[src/rtl/tdc_pkg.sv]
// rtl/tdc_pkg.sv - shared state encoding, widths and helpers for the TDC sequencer
package tdc_pkg;

    localparam int CODE_W = 8;
    localparam int DROP_W = 8;

    typedef enum logic [2:0] {
        IDLE   = 3'd0,
        CLEAR  = 3'd1,
        LAUNCH = 3'd2,
        FREEZE = 3'd3,
        SCAN   = 3'd4,
        REPORT = 3'd5
    } state_t;

    function automatic logic [DROP_W-1:0] sat_inc(input logic [DROP_W-1:0] v);
        return (&v) ? v : v + DROP_W'(1);
    endfunction

endpackage

[src/rtl/tdc_thermo_scan.sv]
// rtl/tdc_thermo_scan.sv - serial first-zero scanner over the frozen thermometer taps
module tdc_thermo_scan
    import tdc_pkg::*;
#(
    parameter int DELAY = 100
)
(
    input  logic              clk,
    input  logic              rstn,
    input  logic              i_start,
    input  logic [DELAY-1:0]  i_tap,
    output logic              o_done,
    output logic [CODE_W-1:0] o_code,
    output logic              o_sat
);

    localparam logic [CODE_W-1:0] LAST_IDX = CODE_W'(DELAY - 1);

    logic              r_active;
    logic [CODE_W-1:0] r_idx;
    logic [255:0]      w_taps;
    logic              w_bit;

    // Padding to 256 lets the 8-bit index address the taps without range games.
    assign w_taps = 256'(i_tap);
    assign w_bit  = w_taps[r_idx];

    assign o_done = r_active && (!w_bit || (r_idx == LAST_IDX));
    assign o_code = r_idx;
    assign o_sat  = w_bit;

    always_ff @(posedge clk or negedge rstn) begin
        if (!rstn) begin
            r_active <= 1'b0;
            r_idx    <= '0;
        end else if (i_start) begin
            r_active <= 1'b1;
            r_idx    <= '0;
        end else if (o_done) begin
            r_active <= 1'b0;
        end else if (r_active) begin
            r_idx <= r_idx + CODE_W'(1);
        end
    end

endmodule

[src/rtl/tdc_sequencer.sv]
// rtl/tdc_sequencer.sv - TDC delay-line measurement sequencer with valid/ack result port
// Optional sample averaging is enabled by defining TDC_AVG_EN.
module tdc_sequencer
    import tdc_pkg::*;
#(
    parameter int DELAY     = 100,
    parameter int PERIOD    = 100000,
    parameter int CLEAR_CYC = 50,
    parameter int SETTLE    = 10
`ifdef TDC_AVG_EN
    ,
    parameter int AVG_LOG2  = 3
`endif
)
(
    input  logic              clk,
    input  logic              rstn,
    input  logic              enable,
    input  logic              trig_req,
    input  logic [7:0]        freeze_dly,
    output logic              line_start,
    output logic              line_freeze,
    input  logic [DELAY-1:0]  line_tap,
    output logic              busy,
    output logic              res_valid,
    input  logic              res_ack,
    output logic [CODE_W-1:0] res_code,
    output logic              res_sat,
    output logic [DROP_W-1:0] drop_cnt
);

    localparam int PER_W = $clog2(PERIOD);
    localparam int CNT_W = 16;
    localparam logic [PER_W-1:0] PER_LAST    = PER_W'(PERIOD - 1);
    localparam logic [CNT_W-1:0] CLEAR_LAST  = CNT_W'(CLEAR_CYC - 1);
    localparam logic [CNT_W-1:0] SETTLE_LAST = CNT_W'(SETTLE - 1);

    state_t            r_state;
    logic [PER_W-1:0]  r_per_cnt;
    logic [CNT_W-1:0]  r_cnt;
    logic [7:0]        r_fdly;
    logic              r_pending;
    logic              r_start;
    logic              r_freeze;
    logic              r_valid;
    logic [CODE_W-1:0] r_code;
    logic              r_sat;
    logic [DROP_W-1:0] r_drop;

    logic              w_auto;
    logic              w_launch;
    logic              w_busy;
    logic              w_scan_start;
    logic              w_done;
    logic [CODE_W-1:0] w_code;
    logic              w_sat;
    logic              w_last_sample;
    logic [CODE_W-1:0] w_res_code;
    logic              w_res_sat;

    assign w_auto       = enable && (r_per_cnt == PER_LAST);
    assign w_launch     = w_auto || trig_req || r_pending;
    assign w_busy       = (r_state != IDLE);
    assign w_scan_start = (r_state == FREEZE) && (r_cnt == SETTLE_LAST);

    assign line_start  = r_start;
    assign line_freeze = r_freeze;
    assign busy        = w_busy;
    assign res_valid   = r_valid;
    assign res_code    = r_code;
    assign res_sat     = r_sat;
    assign drop_cnt    = r_drop;

    tdc_thermo_scan #(
        .DELAY (DELAY)
    ) u_scan (
        .clk     (clk),
        .rstn    (rstn),
        .i_start (w_scan_start),
        .i_tap   (line_tap),
        .o_done  (w_done),
        .o_code  (w_code),
        .o_sat   (w_sat)
    );

`ifdef TDC_AVG_EN
    localparam int SUM_W = CODE_W + AVG_LOG2;
    localparam logic [AVG_LOG2-1:0] SAMP_LAST = '1;

    logic [AVG_LOG2-1:0] r_sample;
    logic [SUM_W-1:0]    r_sum;
    logic                r_sat_acc;
    logic [SUM_W-1:0]    w_sum_next;
    logic                w_sat_next;

    assign w_sum_next    = r_sum + SUM_W'(w_code);
    assign w_sat_next    = r_sat_acc | w_sat;
    assign w_last_sample = (r_sample == SAMP_LAST);
    assign w_res_code    = w_sum_next[SUM_W-1:AVG_LOG2];
    assign w_res_sat     = w_sat_next;

    always_ff @(posedge clk or negedge rstn) begin
        if (!rstn) begin
            r_sample  <= '0;
            r_sum     <= '0;
            r_sat_acc <= 1'b0;
        end else if ((r_state == SCAN) && w_done) begin
            if (w_last_sample) begin
                r_sample  <= '0;
                r_sum     <= '0;
                r_sat_acc <= 1'b0;
            end else begin
                r_sample  <= r_sample + AVG_LOG2'(1);
                r_sum     <= w_sum_next;
                r_sat_acc <= w_sat_next;
            end
        end
    end
`else
    assign w_last_sample = 1'b1;
    assign w_res_code    = w_code;
    assign w_res_sat     = w_sat;
`endif

    always_ff @(posedge clk or negedge rstn) begin
        if (!rstn) begin
            r_per_cnt <= '0;
        end else if (!enable || w_auto) begin
            r_per_cnt <= '0;
        end else begin
            r_per_cnt <= r_per_cnt + PER_W'(1);
        end
    end

    // One-deep software request queue; auto requests are never queued.
    always_ff @(posedge clk or negedge rstn) begin
        if (!rstn) begin
            r_pending <= 1'b0;
            r_drop    <= '0;
        end else begin
            if (!w_busy && w_launch) begin
                r_pending <= 1'b0;
            end else if (w_busy && trig_req) begin
                r_pending <= 1'b1;
            end
            if (w_busy && w_auto) begin
                r_drop <= sat_inc(r_drop);
            end
        end
    end

    always_ff @(posedge clk or negedge rstn) begin
        if (!rstn) begin
            r_state  <= IDLE;
            r_cnt    <= '0;
            r_fdly   <= '0;
            r_start  <= 1'b0;
            r_freeze <= 1'b0;
            r_valid  <= 1'b0;
            r_code   <= '0;
            r_sat    <= 1'b0;
        end else begin
            case (r_state)
                IDLE: begin
                    if (w_launch) begin
                        r_state <= CLEAR;
                        r_cnt   <= '0;
                    end
                end
                CLEAR: begin
                    if (r_cnt == CLEAR_LAST) begin
                        r_state <= LAUNCH;
                        r_cnt   <= '0;
                        r_start <= 1'b1;
                        r_fdly  <= freeze_dly;
                    end else begin
                        r_cnt <= r_cnt + CNT_W'(1);
                    end
                end
                LAUNCH: begin
                    if (r_cnt == {8'd0, r_fdly}) begin
                        r_state  <= FREEZE;
                        r_cnt    <= '0;
                        r_freeze <= 1'b1;
                    end else begin
                        r_cnt <= r_cnt + CNT_W'(1);
                    end
                end
                FREEZE: begin
                    if (r_cnt == SETTLE_LAST) begin
                        r_state <= SCAN;
                        r_cnt   <= '0;
                    end else begin
                        r_cnt <= r_cnt + CNT_W'(1);
                    end
                end
                SCAN: begin
                    if (w_done) begin
                        if (w_last_sample) begin
                            r_state <= REPORT;
                            r_valid <= 1'b1;
                            r_code  <= w_res_code;
                            r_sat   <= w_res_sat;
                        end else begin
                            r_state  <= CLEAR;
                            r_cnt    <= '0;
                            r_start  <= 1'b0;
                            r_freeze <= 1'b0;
                        end
                    end
                end
                REPORT: begin
                    if (res_ack) begin
                        r_state  <= IDLE;
                        r_valid  <= 1'b0;
                        r_start  <= 1'b0;
                        r_freeze <= 1'b0;
                    end
                end
                default: begin
                    r_state <= IDLE;
                end
            endcase
        end
    end

endmodule

[config.mk]
export PLATFORM = sky130hd
export DESIGN_NAME = tdc_sequencer
export DESIGN_NICKNAME = d
export VERILOG_FILES = /design/src/rtl/tdc_pkg.sv /design/src/rtl/tdc_thermo_scan.sv /design/src/rtl/tdc_sequencer.sv
export SDC_FILE = /design/constraint.sdc
export NUM_CORES = 1
export LEC_CHECK = 0
export BUFFER_PORTS_ARGS = -buffer_cell sky130_fd_sc_hd__clkbuf_2
export CORE_UTILIZATION = 45
export CTS_CLUSTER_DIAMETER = 120
export DETAILED_ROUTE_END_ITERATION = 8
export PLACE_DENSITY_LB_ADDON = 0.15
export SYNTH_ARGS = -nofsm -noshare
export SYNTH_HDL_FRONTEND = slang
export SYNTH_SLANG_ARGS = --single-unit
[constraint.sdc]
create_clock -name clk -period 3.1 [get_ports clk]
set_clock_uncertainty 0.1 [all_clocks]
set_input_delay 0.31 -clock clk [delete_from_list [all_inputs] [get_ports clk]]
set_output_delay 0.31 -clock clk [all_outputs]
set_load 0.02 [all_outputs]
==> impl_metrics.py, run 1 <==
metrics = {
    "power": {
        "finalPower_w": 0.00288,
        "cellPowerDensity_nw_per_um2": 507,
        "total_leakage_power_nw": 2.64,
        "max-vdd-ir-drop_mv": 0.326,
    },
    "clocking": {
        "cts_tree": "yes",
        "cts-buffers-inserted": 9,
        "cts-root-buf": "clkbuf_8",
        "post_cts_buffers": 0,
        "insertion_delay_ns": 0.34,
        "cts.sinks": 74,
        "clkTransAtPathRegs_ns": 0.08,
        "cts_max_level": 3,
        "cts.path.max_buffers": 2,
    },
    "timing": {
        "fmax_mhz": 336,
        "tightest_slew_ns": 0.847,
        "rsz0062_at_grt": "false",
        "fin_crit_sh_pct": 96.0,
        "maxSlewHeadroom_pct": 43.5,
        "finalSetupTns_ns": 0,
        "finalHoldViolCount": 0,
        "period_needed_ns": 2.97,
        "setup_viol": 0,
        "finalMaxSlewViolations": 0,
    },
    "routing": {
        "ant_nets": 0,
        "vias": 4028,
        "drt_pass1_iterations": 4,
        "wl_per_cell_um": 14.9,
        "drt_wl_total_mm": 10.8,
        "dr.first_iter.drc_count": 131,
        "viasPerCell": 5.57,
        "drc": 0,
    },
    "layout": {
        "antenna_cells": 0,
        "areaGrowthSynthToFinish_pct": 22.6,
        "drive_gt1_share_pct": 35.3,
        "nNetsFinal": 703,
        "post-route-util_pct": 57.5,
    },
    "synthesis": {
        "synthCells": 450,
        "syn_avg_cell_area_sq_um": 10.3,
        "ys_seq_elements": 74,
        "yosys_most_used_dff": "dfrtp_1",
        "synth_area_leaders": "dfrtp_1 40%, mux4_2 7.8%, xor2_1 4.0%, nor2_1 3.9%, o21ai_0 3.2%",
        "yosys_warnings": 0,
        "seq_area_frac_synth_pct": 40.0,
        "synth_top_area_share_pct": 40.0,
        "synth_fp_nets": 568,
        "syn_area_sq_um": 4630,
        "async_flop_share_pct": 100,
        "synth_edf_count": 0,
        "synth_cell_type_count": 61,
        "yosysTopAreaCell": "dfrtp_1",
    },
    "die": {
        "io_pins": 134,
        "dieArea_sq_um": 10700,
        "start_util_pct": 46.9,
        "die_height_um": 103,
        "die_w_um": 103,
        "num_rows": 36,
        "fp.coreArea_sq_um": 9860,
    },
    "global_routing": {
        "grt_pass1_wl_mm": 17.1,
        "grt_usage_pct": 20.4,
        "grt-ovfl-total": 0,
        "grt_pass1_vias": 3658,
        "grt_start_max_net_pins": 38,
        "antenna_found_initial": 0,
    },
    "worst_setup_path": {
        "endpoint_kind": "flip-flop",
        "worstPathMaxFanout": 13,
        "critPathLaunchType": "flip-flop",
        "critPathRequiredTime_ns": 3.22,
        "path_class": "flip-flop to flip-flop",
        "worst_ep_arrival_time_ns": 3.10,
    },
    "run_status": {
        "outcome": "finished clean",
    },
    "worst_hold_path": {
        "hold_class": "input pin to flip-flop",
    },
    "flow_run": {
        "cap_violations": 0,
    },
    "placement": {
        "dpl.hpwl_mm": 8.30,
        "io_buffers": 133,
        "gp_congestion": 0.880,
    },
}
==> worst paths after layout <==
path                                   from      endpoint  slack (ns)  cells past startpoint
max                        u_scan.o_code[0]   res_code[3]        0.13                      9
max reg2reg                u_scan.o_code[0]   res_code[3]        0.13                      9
min in group asynchronous              rstn   line_freeze        0.51                      2
max in group asynchronous              rstn  r_per_cnt[7]        1.60                      3
min                           freeze_dly[0]     r_fdly[0]         0.1                      2
min reg2reg                       r_pending     r_pending        0.39                      2
==> metal layers <==
metal | share of wire [%] | wire (um) | track usage, % | up-vias
met5 | 0 | 0 | 0 | -
met4 | 0.76 | 82 | 5.20 | 0
met3 | 5.9 | 640 | 4.57 | 12
met2 | 49 | 5310 | 33.9 | 137
met1 | 44 | 4750 | 27.1 | 1943
li1 | - | - | - | 1936
==> placed cells by master (no fill, tap or decap), drive strengths merged, types with 12 or more instances in the layout <==
cell,netlist,layout
clkbuf,13,144
mux4,21,21
mux2,20,20
inv,12,12
nor2,48,48
nand2,25,25
buf,15,19
dfrtp,74,74
o21ai,35,35
xnor2,12,12
xor2,21,21
and3,16,16
nand3,24,24
==> cell usage after synthesis (5+ instances only) <==
| master | number |
|---|---|
| dfrtp_1 | 74 |
| nor2_1 | 48 |
| o21ai_0 | 30 |
| nand2_1 | 25 |
| nand3_1 | 24 |
| xor2_1 | 21 |
| and3_1 | 16 |
| mux4_2 | 16 |
| clkbuf_1 | 12 |
| inv_1 | 12 |
| mux2_2 | 12 |
| xnor2_1 | 12 |
| a21oi_1 | 9 |
| mux2i_1 | 9 |
| o31ai_1 | 9 |
| mux2_4 | 7 |
| nand2b_1 | 7 |
| nor3_1 | 7 |
| nor4_1 | 7 |
| buf_2 | 6 |
| ha_1 | 5 |
| mux4_1 | 5 |
| o21ai_1 | 5 |
| or3_1 | 5 |
| or4_1 | 5 |
==> per-stage QoR <==
stage / hold WS [ns] / cell area (sq um) / worst slack [ns] / std cells
floorplan: -0.0856 / 4630 / 0.270 / 450
global placement: 0.355 / 5450 / 0.0199 / 706
detailed placement: 0.368 / 5450 / -0.00286 / 706
CTS: 0.0839 / 5670 / 0.118 / 723
global route: 0.0853 / 5680 / 0.00764 / 723
finish: 0.0957 / 5680 / 0.125 / 723
==> state kept, by name (all words and copies together) (netlist names) <==
signal	flops
r_per_cnt	17
res_sat	1
res_valid	1
r_pending	1
r_state	3
u_scan.o_code	8
r_fdly	8
line_freeze	1
line_start	1
u_scan.r_active	1
res_code	8
drop_cnt	8
r_cnt	16
==> cells by family after synthesis <==
group	after synthesis	share of synthesized area (%)
buffers and inverters	40	4.68
flip-flops	74	40.0
adder cells (fa/ha/maj)	5	1.35
AND/OR/NAND/NOR	169	19.0
AO/OA/AOI/OAI	79	10.7
multiplexers	50	18.0
XOR/XNOR	33	6.24
==> where the power goes <==
part / total (W) / internal (W) / switching (W) / leakage, nW
clock: 0.000776 / 0.000415 / 0.000361 / 0.0986
sequential: 0.00128 / 0.00108 / 0.000197 / 0.978
combinational: 0.000821 / 0.000448 / 0.000373 / 1.57
total: 0.00288 / 0.00195 / 0.000931 / 2.64
==> critical path, stage by stage (launching register included) <==
cell     delay (ns)
dfrtp_2        0.54
buf_4          0.22
mux4_2         0.33
nand3_1        0.07
a31oi_1        0.19
nor2_1         0.09
or4_4          0.62
o21a_1         0.25
buf_12         0.15
mux2_4         0.29
==> final cells by class <==
class                   count  area [sq um]
multi-input cells         336          2570
well taps                 133           166
clock buffers              12           155
flip-flops and latches     74          1850
inverters                  12          45.0
clock inverters             4          50.0
repair buffers            152           836
fillers                   905          4190
==> timing repair <==
action                     4_1_cts  5_1_grt
hold buffers                     1        0
hold endpoints to repair         1        0
gates resized for setup          1        2
pin swaps                        0        0
setup endpoints to repair        7       10
Note: power is estimated with default switching activity, not from simulation.
==> run 2: changes to the inputs <==
Settings changed: PLACE_DENSITY_LB_ADDON 0.15 to 0.25.
==> run 2 against run 1 <==
Via count is 1.4% lower. First-iteration DRC count is 66% higher. Worst setup slack lost 0.029 ns. Sequential power is essentially flat. Sequential share of layout area decreased by 0.13 points. Critical path depth is 1 lower. Worst hold slack got worse by 0.0073 ns. Combinational power rose by 3.0%. Non-clock buffer count is 3 higher. Utilization up 0.39 points. Largest power group unchanged.
==> impl_metrics.py, run 2 (synthesis gave the netlist of run 1 again) <==
metrics = {
    "clocking": {
        "cts.sinks": 74,
        "cts_tree": "yes",
        "cts-buffers-inserted": 9,
        "insertion_delay_ns": 0.35,
        "clkTransAtPathRegs_ns": 0.08,
        "cts.path.max_buffers": 2,
        "cts-root-buf": "clkbuf_8",
        "cts_max_level": 3,
    },
    "layout": {
        "largest_reg_flops": 17,
        "regMostFlops": "r_per_cnt",
        "layout_common_cells": "132 x clkbuf_2, 71 x dfrtp_1, 48 x nor2_1",
        "fin_area_sq_um": 5720,
        "nNetsFinal": 706,
        "final_common_cell": "clkbuf_2",
        "drive_gt1_share_pct": 35.8,
        "antenna_cells": 0,
        "areaGrowthSynthToFinish_pct": 23.5,
        "fill_cells": 876,
        "reg_top3": "r_per_cnt x17, r_cnt x16",
        "final_cells": 726,
    },
    "power": {
        "switching_share_pct": 32.9,
        "internal_power_w": 0.00195,
        "pwr-share-clk_pct": 26.9,
        "pwr-share-seq_pct": 44.1,
        "finalPower_w": 0.00291,
        "p_switching_w": 0.000958,
        "power_frac_comb_pct": 29.1,
        "total_leakage_power_nw": 2.66,
        "max-vdd-ir-drop_mv": 0.318,
        "cellPowerDensity_nw_per_um2": 509,
    },
    "worst_setup_path": {
        "r2r_end": "u_scan.o_code[4]",
        "reg2reg_slack_ns": 0.1,
        "cp_top_family": "simple AND/OR/NAND/NOR gates",
        "path_class": "flip-flop to flip-flop",
        "critPathBufInv": 1,
        "critPathRequiredTime_ns": 3.27,
        "crit_path_frequent_cell": "or4_1",
        "worst-path-stages": 8,
        "worst_ep_arrival_time_ns": 3.17,
        "worstPathMaxFanout": 15,
        "crit_path_cell_trace": "mux4_2, nor2_1, a311oi_1, a2111oi_0, or4_1, buf_6, or4_1, a21oi_1",
        "reg2regPathDepth": 8,
        "endpoint_kind": "flip-flop",
        "critPathLaunchType": "flip-flop",
        "r2r-start": "u_scan.o_code[0]",
        "cp_slowest_cell": "or4_1",
        "worst_path_largest_cell_delay_ns": 0.56,
    },
    "timing": {
        "period_needed_ns": 3.00,
        "finalHoldViolCount": 0,
        "finalMaxSlewViolations": 0,
        "finalSetupTns_ns": 0,
        "fin_hold_ws_ns": 0.0884,
        "setup_viol": 0,
        "rsz0062_at_grt": "false",
        "fmax_mhz": 333,
        "tightest_slew_ns": 0.856,
        "maxSlewHeadroom_pct": 43.0,
        "fin_crit_sh_pct": 96.9,
    },
    "placement": {
        "dp_cells": 706,
        "dpl.hpwl_mm": 8.08,
        "io_buffers": 133,
        "place_area_sq_um": 5460,
        "gp_congestion": 0.857,
    },
    "routing": {
        "drc": 0,
        "drt_pass1_iterations": 4,
        "viasPerCell": 5.47,
        "vias": 3973,
        "wl_per_cell_um": 14.7,
        "ant_nets": 0,
        "dr.first_iter.drc_count": 218,
        "drt_wl_total_mm": 10.7,
    },
    "die": {
        "num_rows": 36,
        "start_util_pct": 46.9,
        "die_height_um": 103,
        "die_w_um": 103,
        "fp.coreArea_sq_um": 9860,
        "dieArea_sq_um": 10700,
        "io_pins": 134,
    },
    "global_routing": {
        "grt_start_max_net_pins": 41,
        "grt_pass1_wl_mm": 17.1,
        "grt-ovfl-total": 0,
        "antenna_found_initial": 0,
        "grt_usage_pct": 20.2,
        "grt_pass1_vias": 3711,
    },
    "worst_hold_path": {
        "hold_end": "r_pending",
        "min_path_cells": 3,
        "hold_class": "input pin to flip-flop",
        "worstHoldStart": "trig_req",
    },
    "flow_run": {
        "cap_violations": 0,
    },
    "run_status": {
        "outcome": "finished clean",
    },
}
run 2: timing repair:
action	CTS	global route
hold buffers	1	0
resized for setup	0	4
setup buffers	0	3
hold endpoints to repair	14	0
setup endpoints to repair	0	14
run 2: worst max path at each step:
| stage | from | endpoint | slack [ns] |
|---|---|---|---|
| floorplan | u_scan.o_code[0] | res_code[0] | 0.27 |
| global placement | u_scan.o_code[0] | u_scan.o_code[3] | 0.10 |
| detailed placement | u_scan.o_code[0] | u_scan.o_code[5] | 0.05 |
| CTS | u_scan.o_code[0] | u_scan.o_code[5] | 0.02 |
| global route | u_scan.o_code[0] | u_scan.o_code[5] | 0.01 |
| finish | u_scan.o_code[0] | u_scan.o_code[4] | 0.1 |
run 2: metrics by stage:
step           setup WS [ns]  utilization [%]
2_1_floorplan          0.270                -
3_3_place_gp           0.101             55.4
3_5_place_dp          0.0511             55.4
4_1_cts               0.0239             57.6
5_1_grt               0.0110             57.9
6_report              0.0969             57.9
run 2: routing by layer:
metal | part of all wire (%) | up-vias | global-route usage, %
li1 | - | 1941 | -
met1 | 46 | 1911 | 28.5
met2 | 48 | 115 | 32.2
met3 | 5.3 | 6 | 4.84
met4 | 0.53 | 0 | 3.36
met5 | 0 | - | 0
run 2: layout make-up:
class / count / area (sq um) / area share [%]
clock buffers: 10 / 138 / 2.41
clock inverters: 6 / 72.6 / 1.27
inverters: 12 / 45.0 / 0.788
multi-input cells: 336 / 2560 / 44.8
flip-flops and latches: 74 / 1860 / 32.5
well taps: 133 / 166 / 2.91
repair buffers: 155 / 875 / 15.3
run 2: worst register-to-register path: stages (launching register included):
cell and delay (ns):
dfrtp_4 0.54, mux4_2 0.34, nor2_1 0.04, a311oi_1 0.37, a2111oi_0 0.16, or4_1 0.56, buf_6 0.18, or4_1 0.50
a21oi_1 0.15
run 2: power by group through the flow:
stage          clock, W  combinational, W  sequential, W
2_1_floorplan         0          0.000714        0.00119
3_3_place_gp          0          0.000783        0.00130
3_5_place_dp          0          0.000808        0.00131
4_1_cts        0.000804          0.000812        0.00129
5_1_grt        0.000843          0.000949        0.00131
6_report       0.000782          0.000846        0.00128
